File: config.mk
export PLATFORM = sky130hd
export DESIGN_NAME = atm_machine
export DESIGN_NICKNAME = d
export VERILOG_FILES = /design/src/rtl/atm_pkg.sv /design/src/rtl/atm_account_lookup.sv /design/src/rtl/atm_machine.sv
export SDC_FILE = /design/constraint.sdc
export NUM_CORES = 1
export LEC_CHECK = 0
export ABC_AREA = 1
export CELL_PAD_IN_SITES_DETAIL_PLACEMENT = 0
export CELL_PAD_IN_SITES_GLOBAL_PLACEMENT = 1
export CORE_ASPECT_RATIO = 1.4
export CORE_MARGIN = 8
export CORE_UTILIZATION = 50
export DETAILED_ROUTE_END_ITERATION = 8
export GPL_TIMING_DRIVEN = 0
export PLACE_DENSITY_LB_ADDON = 0.1
export REMOVE_ABC_BUFFERS = 1
export SLEW_MARGIN = 20
export SYNTH_ARGS = -nofsm -noshare
export SYNTH_HDL_FRONTEND = slang
export SYNTH_SLANG_ARGS = --single-unit
File: constraint.sdc
create_clock -name clk -period 17.54 [get_ports clk]
set_input_delay 3.508 -clock clk [delete_from_list [all_inputs] [get_ports clk]]
set_output_delay 3.508 -clock clk [all_outputs]
set_load 0.01 [all_outputs]
File: src/rtl/atm_pkg.sv
// atm_pkg: shared types and constants for the ATM controller.
//   state_t     - controller state codes (menuOption uses the same encoding)
//   lookup_t    - account-table search result {hit, idx}
//   ACC_NUMS    - fixed account numbers, index 0..NUM_ACCOUNTS-1
//   ACC_PINS    - PIN for each account, same indexing
package atm_pkg;

  localparam int NUM_ACCOUNTS = 10;
  localparam int AW = 12;  // account number width
  localparam int PW = 4;   // PIN width
  localparam int BW = 11;  // balance / amount width
  localparam int IW = 4;   // account index width

  typedef enum logic [2:0] {
    WAITING               = 3'd0,
    GET_PIN               = 3'd1,
    MENU                  = 3'd2,
    BALANCE               = 3'd3,
    WITHDRAW              = 3'd4,
    WITHDRAW_SHOW_BALANCE = 3'd5,
    TRANSACTION           = 3'd6,
    DONE                  = 3'd7
  } state_t;

  typedef struct packed {
    logic          hit;
    logic [IW-1:0] idx;
  } lookup_t;

  localparam logic [AW-1:0] ACC_NUMS [NUM_ACCOUNTS] = '{
    12'd2749, 12'd2175, 12'd2429, 12'd2502, 12'd2148,
    12'd2199, 12'd2178, 12'd2000, 12'd2816, 12'd2711
  };

  localparam logic [PW-1:0] ACC_PINS [NUM_ACCOUNTS] = '{
    4'd1, 4'd2, 4'd3, 4'd5, 4'd7, 4'd8, 4'd4, 4'd9, 4'd6, 4'd10
  };

endpackage

File: src/rtl/atm_account_lookup.sv
// atm_account_lookup: combinational search of the fixed account table.
//   number  in  12  account number to find
//   result  out     {hit, idx}; idx is 0 when no entry matches
module atm_account_lookup
  import atm_pkg::*;
(
  input  logic [AW-1:0] number,
  output lookup_t       result
);

  // Account numbers are unique, so at most one entry can match.
  always_comb begin
    result = '0;
    for (int i = 0; i < NUM_ACCOUNTS; i++) begin
      if (number == ACC_NUMS[i]) begin
        result.hit = 1'b1;
        result.idx = IW'(i);
      end
    end
  end

endmodule

File: src/rtl/atm_machine.sv
// atm_machine: single-clock ATM controller over a fixed account table.
//   clk, rst_n            clock, synchronous active-low reset
//   exit                  level; abandons the session, back to WAITING
//   accNumber, pin        login credentials
//   destinationAccNumber  transfer target
//   menuOption            requested operation (state-code encoding)
//   amount                withdrawal / transfer amount
//   error                 registered; high after a rejected action
//   balance               registered balance display
//   clk_out               registered clk/2
module atm_machine
  import atm_pkg::*;
#(
  parameter logic [BW-1:0] INIT_BALANCE = 11'd500
) (
  input  logic          clk,
  input  logic          rst_n,
  input  logic          exit,
  input  logic [AW-1:0] accNumber,
  input  logic [PW-1:0] pin,
  input  logic [AW-1:0] destinationAccNumber,
  input  logic [2:0]    menuOption,
  input  logic [BW-1:0] amount,
  output logic          error,
  output logic [BW-1:0] balance,
  output logic          clk_out
);

  state_t        state, state_nx;
  logic [IW-1:0] cur_idx, cur_idx_nx;
  logic          error_nx;
  logic [BW-1:0] balance_nx;
  logic [BW-1:0] accts [NUM_ACCOUNTS];

  lookup_t       login, dst;
  logic [BW-1:0] own_bal, own_val, dst_val;
  logic [BW:0]   dst_sum;
  logic          wr_own, wr_dst;

  atm_account_lookup u_login (.number(accNumber),            .result(login));
  atm_account_lookup u_dst   (.number(destinationAccNumber), .result(dst));

  assign own_bal = accts[cur_idx];
  // One extra bit so a destination overflow shows up as a carry.
  assign dst_sum = {1'b0, accts[dst.idx]} + {1'b0, amount};

  always_comb begin
    state_nx   = state;
    cur_idx_nx = cur_idx;
    error_nx   = error;
    balance_nx = balance;
    wr_own     = 1'b0;
    wr_dst     = 1'b0;
    own_val    = own_bal - amount;
    dst_val    = dst_sum[BW-1:0];
    if (exit) begin
      state_nx   = WAITING;
      error_nx   = 1'b0;
      balance_nx = '0;
    end else begin
      unique case (state)
        WAITING: begin
          if (login.hit) begin
            cur_idx_nx = login.idx;
            state_nx   = GET_PIN;
            error_nx   = 1'b0;
          end else begin
            error_nx   = 1'b1;
          end
        end
        GET_PIN: begin
          if (pin == ACC_PINS[cur_idx]) begin
            state_nx = MENU;
            error_nx = 1'b0;
          end else begin
            state_nx = WAITING;
            error_nx = 1'b1;
          end
        end
        MENU: begin
          // Options 0..2 are not operations; stay put with outputs held.
          if (menuOption >= 3'd3) state_nx = state_t'(menuOption);
        end
        BALANCE: begin
          balance_nx = own_bal;
          error_nx   = 1'b0;
          state_nx   = MENU;
        end
        WITHDRAW, WITHDRAW_SHOW_BALANCE: begin
          state_nx = MENU;
          if (amount > own_bal) begin
            error_nx = 1'b1;
          end else begin
            wr_own   = 1'b1;
            error_nx = 1'b0;
            if (state == WITHDRAW_SHOW_BALANCE) balance_nx = own_val;
          end
        end
        TRANSACTION: begin
          state_nx = MENU;
          if (!dst.hit || dst.idx == cur_idx || amount > own_bal || dst_sum[BW]) begin
            error_nx = 1'b1;
          end else begin
            wr_own   = 1'b1;
            wr_dst   = 1'b1;
            error_nx = 1'b0;
          end
        end
        DONE: begin
          state_nx   = WAITING;
          error_nx   = 1'b0;
          balance_nx = '0;
        end
        default: state_nx = WAITING;
      endcase
    end
  end

  always_ff @(posedge clk) begin
    if (!rst_n) begin
      state   <= WAITING;
      cur_idx <= '0;
      error   <= 1'b0;
      balance <= '0;
      clk_out <= 1'b0;
      for (int i = 0; i < NUM_ACCOUNTS; i++) accts[i] <= INIT_BALANCE;
    end else begin
      state   <= state_nx;
      cur_idx <= cur_idx_nx;
      error   <= error_nx;
      balance <= balance_nx;
      clk_out <= ~clk_out;
      if (wr_own) accts[cur_idx] <= own_val;
      if (wr_dst) accts[dst.idx] <= dst_val;
    end
  end

endmodule

# Word level (Yosys, flattened, before mapping)
# Memories as Yosys holds them, arrays and structs flattened. A register that Yosys moved wholly into a read port is not among the register bits.
# Cells that the tools add are included.
word_totals:
  ff_bits: 20
  latch_bits: 0
  ram_bits: 110
  rom_bits: 64
  input_bits: 45
  n_memories: 2
op_classes:
  n_addsub: 2
  n_mul: 0
  n_div: 0
  n_lt_le_gt_ge: 3
  eq_ne: 33
  shift: 0
  muxes: 55
  n_bitwise: 4
  n_reduce_logical: 16
mem_list:
  columns: ["name", "depth", "word_bits", "rd", "rd_clocked_by_memory_dff", "wr", "line", "source"]
  rows:
  - ["accts", 10, 11, 2, 1, 10, "atm_machine.sv:33", "logic [BW-1:0] accts [NUM_ACCOUNTS];"]
  - ["(no name shown)", 16, 4, 1, 0, 0, "atm_machine.sv:72", "if (pin == ACC_PINS[cur_idx]) begin"]
ops:
  columns: ["op", "n"]
  rows:
  - ["$eq 12x12->1 const B", 18]
  - ["$mux 5", 20]
  - ["$mux 11", 4]
  - ["$pmux 11 s3", 1]
  - ["$eq 12x11->1 const B", 2]
  - ["$mux 4", 6]
  - ["$reduce_or 11->1", 2]
  - ["$mux 1", 18]
  - ["$pmux 3 s5", 1]
  - ["$add 11x11->12", 1]
  - ["$eq 3x3->1 const B", 4]
  - ["$gt 11x11->1", 1]
  - ["$sub 11x11->11", 1]
  - ["$eq 4x4->1", 2]
  - ["$ne 2x2->1 const B", 4]
  - ["$eq 3x2->1 const B", 2]
  - ["$mux 3", 2]
  - ["$reduce_and 3->1", 2]
  - ["$reduce_or 2->1", 3]
  - ["$ge 5x5->1 const B", 1]
  - ["$not 4->5", 1]
  - ["$pmux 1 s5", 1]
  - ["$reduce_bool 5->1", 1]
  - ["$reduce_or 4->1", 1]
  - ["10 further kinds", 14]

# Depth between registers and ports, before layout
# Gate-level depths: netlist (run 1).
logic_depth:
  ltp_word: 23
  ltp_mapped: 35
  depth_no_buf: 33

# Modules after synthesis
# Synthesis (run 1) repeated with hierarchy kept, for this count alone.
unflattened:
  cells_unflattened: 1763
  area_unflattened_um2: 13579.3
modules_own_cells:
  columns: ["mod", "n_inst", "cells_per_inst", "area_per_inst_um2"]
  rows:
  - ["atm_machine", 1, 1609, 12846.1]
  - ["atm_account_lookup", 2, 77, 366.6]

# Worst setup path after synthesis (run 1)
# OpenSTA, ideal clock, no wires.
synth_path:
  path_type: "input -> register"
  start: "input port destinationAccNumber[3]"
  end: "memory accts[9][0] (enable)"
  setup_ns: 0.394
  arrival_time_ns: 7.586
  required_ns: 17.146
  setup_slack_ns: 9.559
  cell_stages: 30
  n_path_buf: 3
  path_cell_list: "inv_1 nand2_1 nor2_1 nand3_1 nand2_1 inv_1 nand2_1 inv_1 nand2_1 clkbuf_1 nor2_1 a21oi_1 o221ai_1 a22o_1 a21oi_1 ha_1 nand2_1 nor2_1 nand3_1 nand4_1 nand2_1 nand2_1 nand2_1 nand4_4 o21bai_4 buf_8 o211ai_2 buf_2 nand2_1 o21ai_0"
synth_rtl:
  columns: ["element", "line", "source"]
  rows:
  - ["start: declaration", "atm_machine.sv:21", "input logic [AW-1:0] destinationAccNumber,"]
  - ["end: declaration", "atm_machine.sv:33", null]

==> results.yml, run 1 <==
logic_synthesis:
  synth_mux_area_share_pct: 0
  ys_seq_elements: 200
  synthAdderAreaFrac_pct: 2.72
  yosysSeqAreaShare_pct: 44.5
  ys.flop_type: "edfxtp_1"
  synth_top_family_by_area: "simple AND/OR/NAND/NOR gates"
  synth_compound_area_share_pct: 19.4
  yosysWarnings: 0
  async_flop_share_pct: 0
  synth-simple-area-share_pct: 24.6
  synth_cells: 1642
  synth.distinct_cells: 54
  syn-cell-area_mm2: 0.0130
  synth-edff-count: 176
  synth-xor-area-share_pct: 1.42
  postSynthAreaPerCell_um2: 7.90
placed_design:
  port_buffers: 57
  place_inst: 1954
  dpl_cell_area_mm2: 0.0139
  finalWeightedCongestion: 0.966
  dp_hpwl_um: 32800
power:
  p_leak_nw: 5.50
  power_density_mw_per_mm2: 69.5
  ir_drop_v: 0.0000680
  p_total_mw: 1.01
timing:
  min_period_ns: 10.75
  hold_violations: 0
  worst_slew_pin_slew_ns: 1.19
  slew_headroom_pct: 20.5
  timing.fmax_mhz: 93.0
  setup_viol: 0
  min_period_over_period_pct: 61.3
  clock_skew_ns: 0.0133
  rsz0062_at_grt: "no"
  fin_tns_setup_ns: 0
  slew_violations: 0
die:
  rows: 69
  dieArea_mm2: 0.0314
  chipWidth_um: 152
  die_y_um: 207
  core_mm2: 0.0255
  initial_core_util_pct: 50.9
  io_pins: 58
final_layout:
  fin_area_mm2: 0.0145
  n_fill_cell: 2374
  fin_nets: 1726
  synthToLayoutAreaGrowth_pct: 11.5
  regArea_mm2: 0.00577
  fin_cells: 1986
  utilization_pct: 56.8
  antenna_cells: 0
  multiInputGateArea_mm2: 0.00630
  drive_gt1_share_pct: 7.92
clock_network:
  htree_levels: 4
  cts_root_buf: "clkbuf_16"
  post_cts_resized: 0
  postCtsHoldBufs: 0
  cts_buffer_depth: 2
  cts_buffers: 17
  clock-sinks: 200
  cts_tree: "done"
  postCtsSetupBuffers: 0
  worstSkewPairLatency_ns: 0.46
  path_clk_slew_ns: 0.07
setup_path:
  end_kind: "flop"
  required_ns: 17.63
  arrival_ns: 10.84
  cp_max_fo: 24
  timing.rr.end: "accts[1][1]"
  max_stage_delay_ns: 0.77
  critPathKind: "input pin to flop"
  crit_path_top_delay_cell: "clkinv_1"
  r2r_cells: 19
  crit_path_frequent_cell: "nand2_1"
  start_kind: "input pin"
  rrSetupSlack_ns: 11.15
outcome:
  status: "finished, final reports clean"
routing:
  vias: 12100
  detail_route.vias_per_cell: 6.11
  drtAntennaViolNets: 0
  wl_per_cell_um: 22.6
  drc: 0
  drt_iter0_drc: 1344
  drtPass1Iterations: 5
  wirelength_um: 44900
grt:
  grt_pass1_vias: 11500
  grt_pass1_wl_um: 67900
  grt_max_degree: 70
  grt-ovfl-total: 0
  grt_use_total_pct: 28.4
  antenna_found_initial: 0
hold_path:
  hold_path_class: "flop to flop"
  min_from: "clk_out"
  hold_end: "clk_out"
  hold_path_depth: 1
run:
  maxCapViolations: 0
[worst max-delay path by stage]
stage / start / endpoint
6_report: destinationAccNumber[6] / accts[1][1]
2_1_floorplan: destinationAccNumber[3] / accts[1][0]
3_5_place_dp: destinationAccNumber[3] / accts[1][6]
4_1_cts: destinationAccNumber[10] / accts[1][1]
5_1_grt: destinationAccNumber[3] / accts[1][0]
3_3_place_gp: destinationAccNumber[10] / accts[1][6]
[registers in the layout, indices dropped and copies added, names as in the netlist, named ones only]
register / count
clk_out: 1
error: 1
state: 3
balance: 11
accts: 176
cur_idx: 4
[cells in the mapped netlist, types with 2 or more instances]
library cell,n,area [µm²]
a22oi_1,3,22.5
a21o_1,4,30.0
inv_1,155,582
nor2_2,13,81.3
nand3_2,7,70.1
nand2_2,9,56.3
clkinv_1,5,18.8
o21ai_1,48,240
buf_1,3,11.3
nor3_1,14,70.1
xor2_1,17,149
nand2_1,257,965
o2111ai_1,2,17.5
a22o_1,2,17.5
a31oi_1,3,18.8
clkbuf_1,58,218
nor2_1,275,1030
o31ai_1,6,45.0
xnor2_1,4,35.0
nor2_4,10,113
buf_2,9,45.0
o221ai_1,31,272
nand2_4,2,22.5
fa_1,2,40.0
nand4_1,11,68.8
nor4_1,2,12.5
o21bai_1,3,22.5
a21oi_1,113,566
nand3_4,4,70.1
nand3_1,94,470
nand4_2,5,62.6
a211oi_1,5,37.5
dfxtp_1,24,480
ha_1,25,313
nor3_2,3,30.0
or2_2,3,18.8
a221oi_1,3,26.3
o211ai_1,14,105
o21ai_0,153,766
o22ai_1,39,244
edfxtp_1,176,5290
inv_2,13,48.8
buf_4,2,15.0
[per-layer routing]
| metal | global-route usage [%] | vias to the layer above | wire length, µm |
|---|---|---|---|
| met5 | 0 | - | 0 |
| met4 | 17.5 | 0 | 2650 |
| met3 | 5.54 | 118 | 3670 |
| met2 | 47.9 | 607 | 21300 |
| met1 | 33.4 | 5693 | 17300 |
| li1 | - | 5708 | - |
[power breakdown]
part / total [mW] / switching, mW / leakage (nW) / internal (mW)
combinational: 0.0975 / 0.0696 / 3.38 / 0.0279
clock: 0.388 / 0.191 / 0.263 / 0.197
sequential: 0.520 / 0.00244 / 1.87 / 0.517
[final cells by class]
type	instances	share of cell area, %
flip-flops and latches	200	39.9
well taps	319	2.76
clock buffers	18	2.97
multi-input cells	1195	43.5
clock inverters	14	0.848
inverters	173	4.51
repair buffers	67	5.47
[cells in the final DEF, fill, tap and decap left out, types with 6 or more instances in the layout]
master           instances
nor2_1                 268
clkinv_1                 8
o22ai_1                 39
nand4_1                 11
o221ai_1                31
nand3_2                  7
o211ai_1                14
ha_1                    25
nand2_2                 13
inv_1                  153
clkdlybuf4s50_1         57
a21oi_1                113
nor2_2                  19
o21ai_1                 49
nand2_1                253
o21ai_0                152
o31ai_1                  6
buf_16                   6
clkbuf_16               17
nor2_4                  11
edfxtp_1               176
nand3_1                 94
xor2_1                  14
dfxtp_1                 21
inv_2                   14
nor3_1                  13
[critical path: cells and delay by family]
family | cells | cell delay (ns)
compound gates | 5 | 1.40
fa+ha+maj | 1 | 0.31
buf+inv | 6 | 1.86
simple gates | 19 | 3.68
[per-stage QoR]
step / hold slack, ns / setup WS [ns]
final: 0.427 / 6.79
after global routing: 0.436 / 6.51
after CTS: 0.427 / 6.96
after detailed placement: 0.418 / 6.49
after global placement: 0.402 / 4.87
after floorplan: 0.443 / 8.70
[cells by family (layout without fill, tap and decap cells)]
logic type                 Yosys count  count (layout)
adders and majority gates           27              27
xor gates and xnor gates            21              21
and+or+nand+nor                    711             711
buffers and inverters              247             272
DFF                                200             200
AOI/OAI and AO/OA                  436             436
No activity file was read; power rests on OpenSTA's default activity.
==> run 2: changes to the inputs <==
--- a/config.mk
+++ b/config.mk
@@ -10,7 +10,7 @@
 export CELL_PAD_IN_SITES_GLOBAL_PLACEMENT = 1
 export CORE_ASPECT_RATIO = 1.4
 export CORE_MARGIN = 8
-export CORE_UTILIZATION = 50
+export CORE_UTILIZATION = 42
 export DETAILED_ROUTE_END_ITERATION = 8
 export GPL_TIMING_DRIVEN = 0
 export PLACE_DENSITY_LB_ADDON = 0.1
==> constraint.sdc (replaced) <==
create_clock -name clk -period 9.32 [get_ports clk]
set_input_delay 1.864 -clock clk [delete_from_list [all_inputs] [get_ports clk]]
set_output_delay 1.864 -clock clk [all_outputs]
set_load 0.01 [all_outputs]
==> results.yml, run 2 (synthesized netlist as in run 1, its figures left out) <==
placed_design:
  dp_hpwl_um: 34900
  dpl_cell_area_mm2: 0.0140
  pre_cts_slack_ns: -0.217
  port_buffers: 57
  place_inst: 2026
  finalWeightedCongestion: 0.935
power:
  p_leak_nw: 5.58
  swShare_pct: 24.9
  power.combinational.fraction_pct: 9.5
  intPower_mw: 1.48
  p_seq_share_pct: 49.8
  power_density_mw_per_mm2: 134
  p_total_mw: 1.97
  netSwitchingPower_mw: 0.489
  clkPwrFrac_pct: 40.8
  ir_drop_v: 0.0000930
timing:
  hold_violations: 0
  rsz0062_at_grt: "no"
  slew_violations: 0
  clock_skew_ns: 0.0133
  slew_headroom_pct: 32.5
  min_period_over_period_pct: 95.3
  layout_setup_ws_ns: 0.441
  setup_viol: 0
  timing.fmax_mhz: 113
  worst_slew_pin_slew_ns: 1.01
  worst_hold_slack_ns: 0.424
  min_period_ns: 8.88
final_layout:
  regMostFlops: "accts"
  mostFrequentLayoutCells: "nor2_1 (268), nand2_1 (253), edfxtp_1 (176)"
  antenna_cells: 0
  top_regs: "accts (176), balance (11), cur_idx (4)"
  synthToLayoutAreaGrowth_pct: 13.1
  largest_reg_flops: 176
  fin_nets: 1727
  fin_area_mm2: 0.0147
  drive_gt1_share_pct: 8.03
  layout_commonest_cell: "nor2_1"
  fin_cells: 2058
clock_network:
  htree_levels: 4
  worstSkewPairLatency_ns: 0.46
  clock-sinks: 200
  cts_buffers: 17
  cts_tree: "done"
  cts_buffer_depth: 2
  cts_root_buf: "clkbuf_16"
  path_clk_slew_ns: 0.07
setup_path:
  crit_path_top_delay_cell: "nand3_1"
  max_stage_delay_ns: 0.60
  critPathKind: "input pin to flop"
  start_kind: "input pin"
  cp_max_fo: 26
  crit_path_frequent_cell: "nand2_1"
  required_ns: 9.42
  arrival_ns: 8.97
  end_kind: "flop"
grt:
  grt_pass1_vias: 11700
  grt_use_total_pct: 25.9
  grt-ovfl-total: 0
  antenna_found_initial: 0
  grt_pass1_wl_um: 71000
  grt_max_degree: 56
die:
  die_y_um: 224
  chipWidth_um: 165
  io_pins: 58
  rows: 76
  core_mm2: 0.0306
  dieArea_mm2: 0.0368
  initial_core_util_pct: 42.4
routing:
  wirelength_um: 47300
  wl_per_cell_um: 23.0
  drc: 0
  detail_route.vias_per_cell: 5.79
  drtPass1Iterations: 8
  drt_iter0_drc: 1026
  vias: 11900
  drtAntennaViolNets: 0
run:
  maxCapViolations: 0
outcome:
  status: "finished, final reports clean"
hold_path:
  hold_path_class: "flop to flop"
[run 2: cell count changes in the layout (fill, tap and decap cells not counted), sizes merged]
cell | before | now
bufinv | 1 | 4
buf | 10 | 11
clkinv | 11 | 12
inv | 172 | 169
clkbuf | 18 | 20
clkinvlp | 3 | 0
[run 2: repair_timing]
item                       in CTS  in global routing
hold buffers                    0                  0
gates resized for setup         0                  2
buffers inserted                0                  0
setup endpoints to repair       0                 11
[run 2: layer usage]
| layer | GRT usage, % | routed length (µm) | vias to the layer above |
|---|---|---|---|
| li1 | - | - | 5705 |
| met1 | 30.8 | 18500 | 5650 |
| met2 | 43.0 | 23100 | 458 |
| met3 | 3.71 | 2950 | 103 |
| met4 | 16.4 | 2830 | 0 |
| met5 | 0 | 0 | - |
[run 2: power by group through the flow]
stage | sequential [mW] | combinational, mW | clock [mW]
detailed placement | 0.999 | 0.184 | 0
CTS | 0.978 | 0.185 | 0.804
finish | 0.978 | 0.186 | 0.801
global placement | 0.999 | 0.177 | 0
floorplan | 0.997 | 0.0973 | 0
global route | 0.979 | 0.201 | 0.834
[run 2: through the flow]
step                util [%]  setup TNS [ns]
floorplan                  -               0
global route            47.9               0
finish                  47.9               0
detailed placement      45.9           -4.25
CTS                     47.9               0
global placement        44.8         -726.66
[run 2: final cells by class]
class                           instances  area (µm²)
Fill cell                            3049       16000
Multi-Input combinational cell       1195        6320
Sequential cell                       200        5770
Tap cell                              390         488
Clock buffer                           20         437
Clock inverter                         12         175
Timing Repair Buffer                   68         823
Inverter                              173         652
[run 2: worst paths after layout]
| kind | startpoint | to | slack, ns | cells past startpoint |
|---|---|---|---|---|
| worst min-delay path | clk_out | clk_out | 0.42 | 1 |
| worst max register to register | flop | accts[1][6] | 2.88 | 20 |
| worst max-delay path | destinationAccNumber[10] | accts[1][6] | 0.44 | 29 |
| worst min register to register | clk_out | clk_out | 0.42 | 1 |
[run 2: critical path, delay by kind of cell]
family,cells,cell delay [ns]
buf+inv,6,1.59
compound gates,3,1.39
simple gates,19,3.66
fa+ha+maj,1,0.38
==> run 3: changes to the inputs <==
--- a/config.mk
+++ b/config.mk
@@ -6,6 +6,7 @@
 export NUM_CORES = 1
 export LEC_CHECK = 0
 export ABC_AREA = 1
+export ABC_CLOCK_PERIOD_IN_PS = 9320
 export CELL_PAD_IN_SITES_DETAIL_PLACEMENT = 0
 export CELL_PAD_IN_SITES_GLOBAL_PLACEMENT = 1
 export CORE_ASPECT_RATIO = 1.4
==> results of run 3 <==
Same layout as run 2: the final DEF is identical, and so are final timing and power.
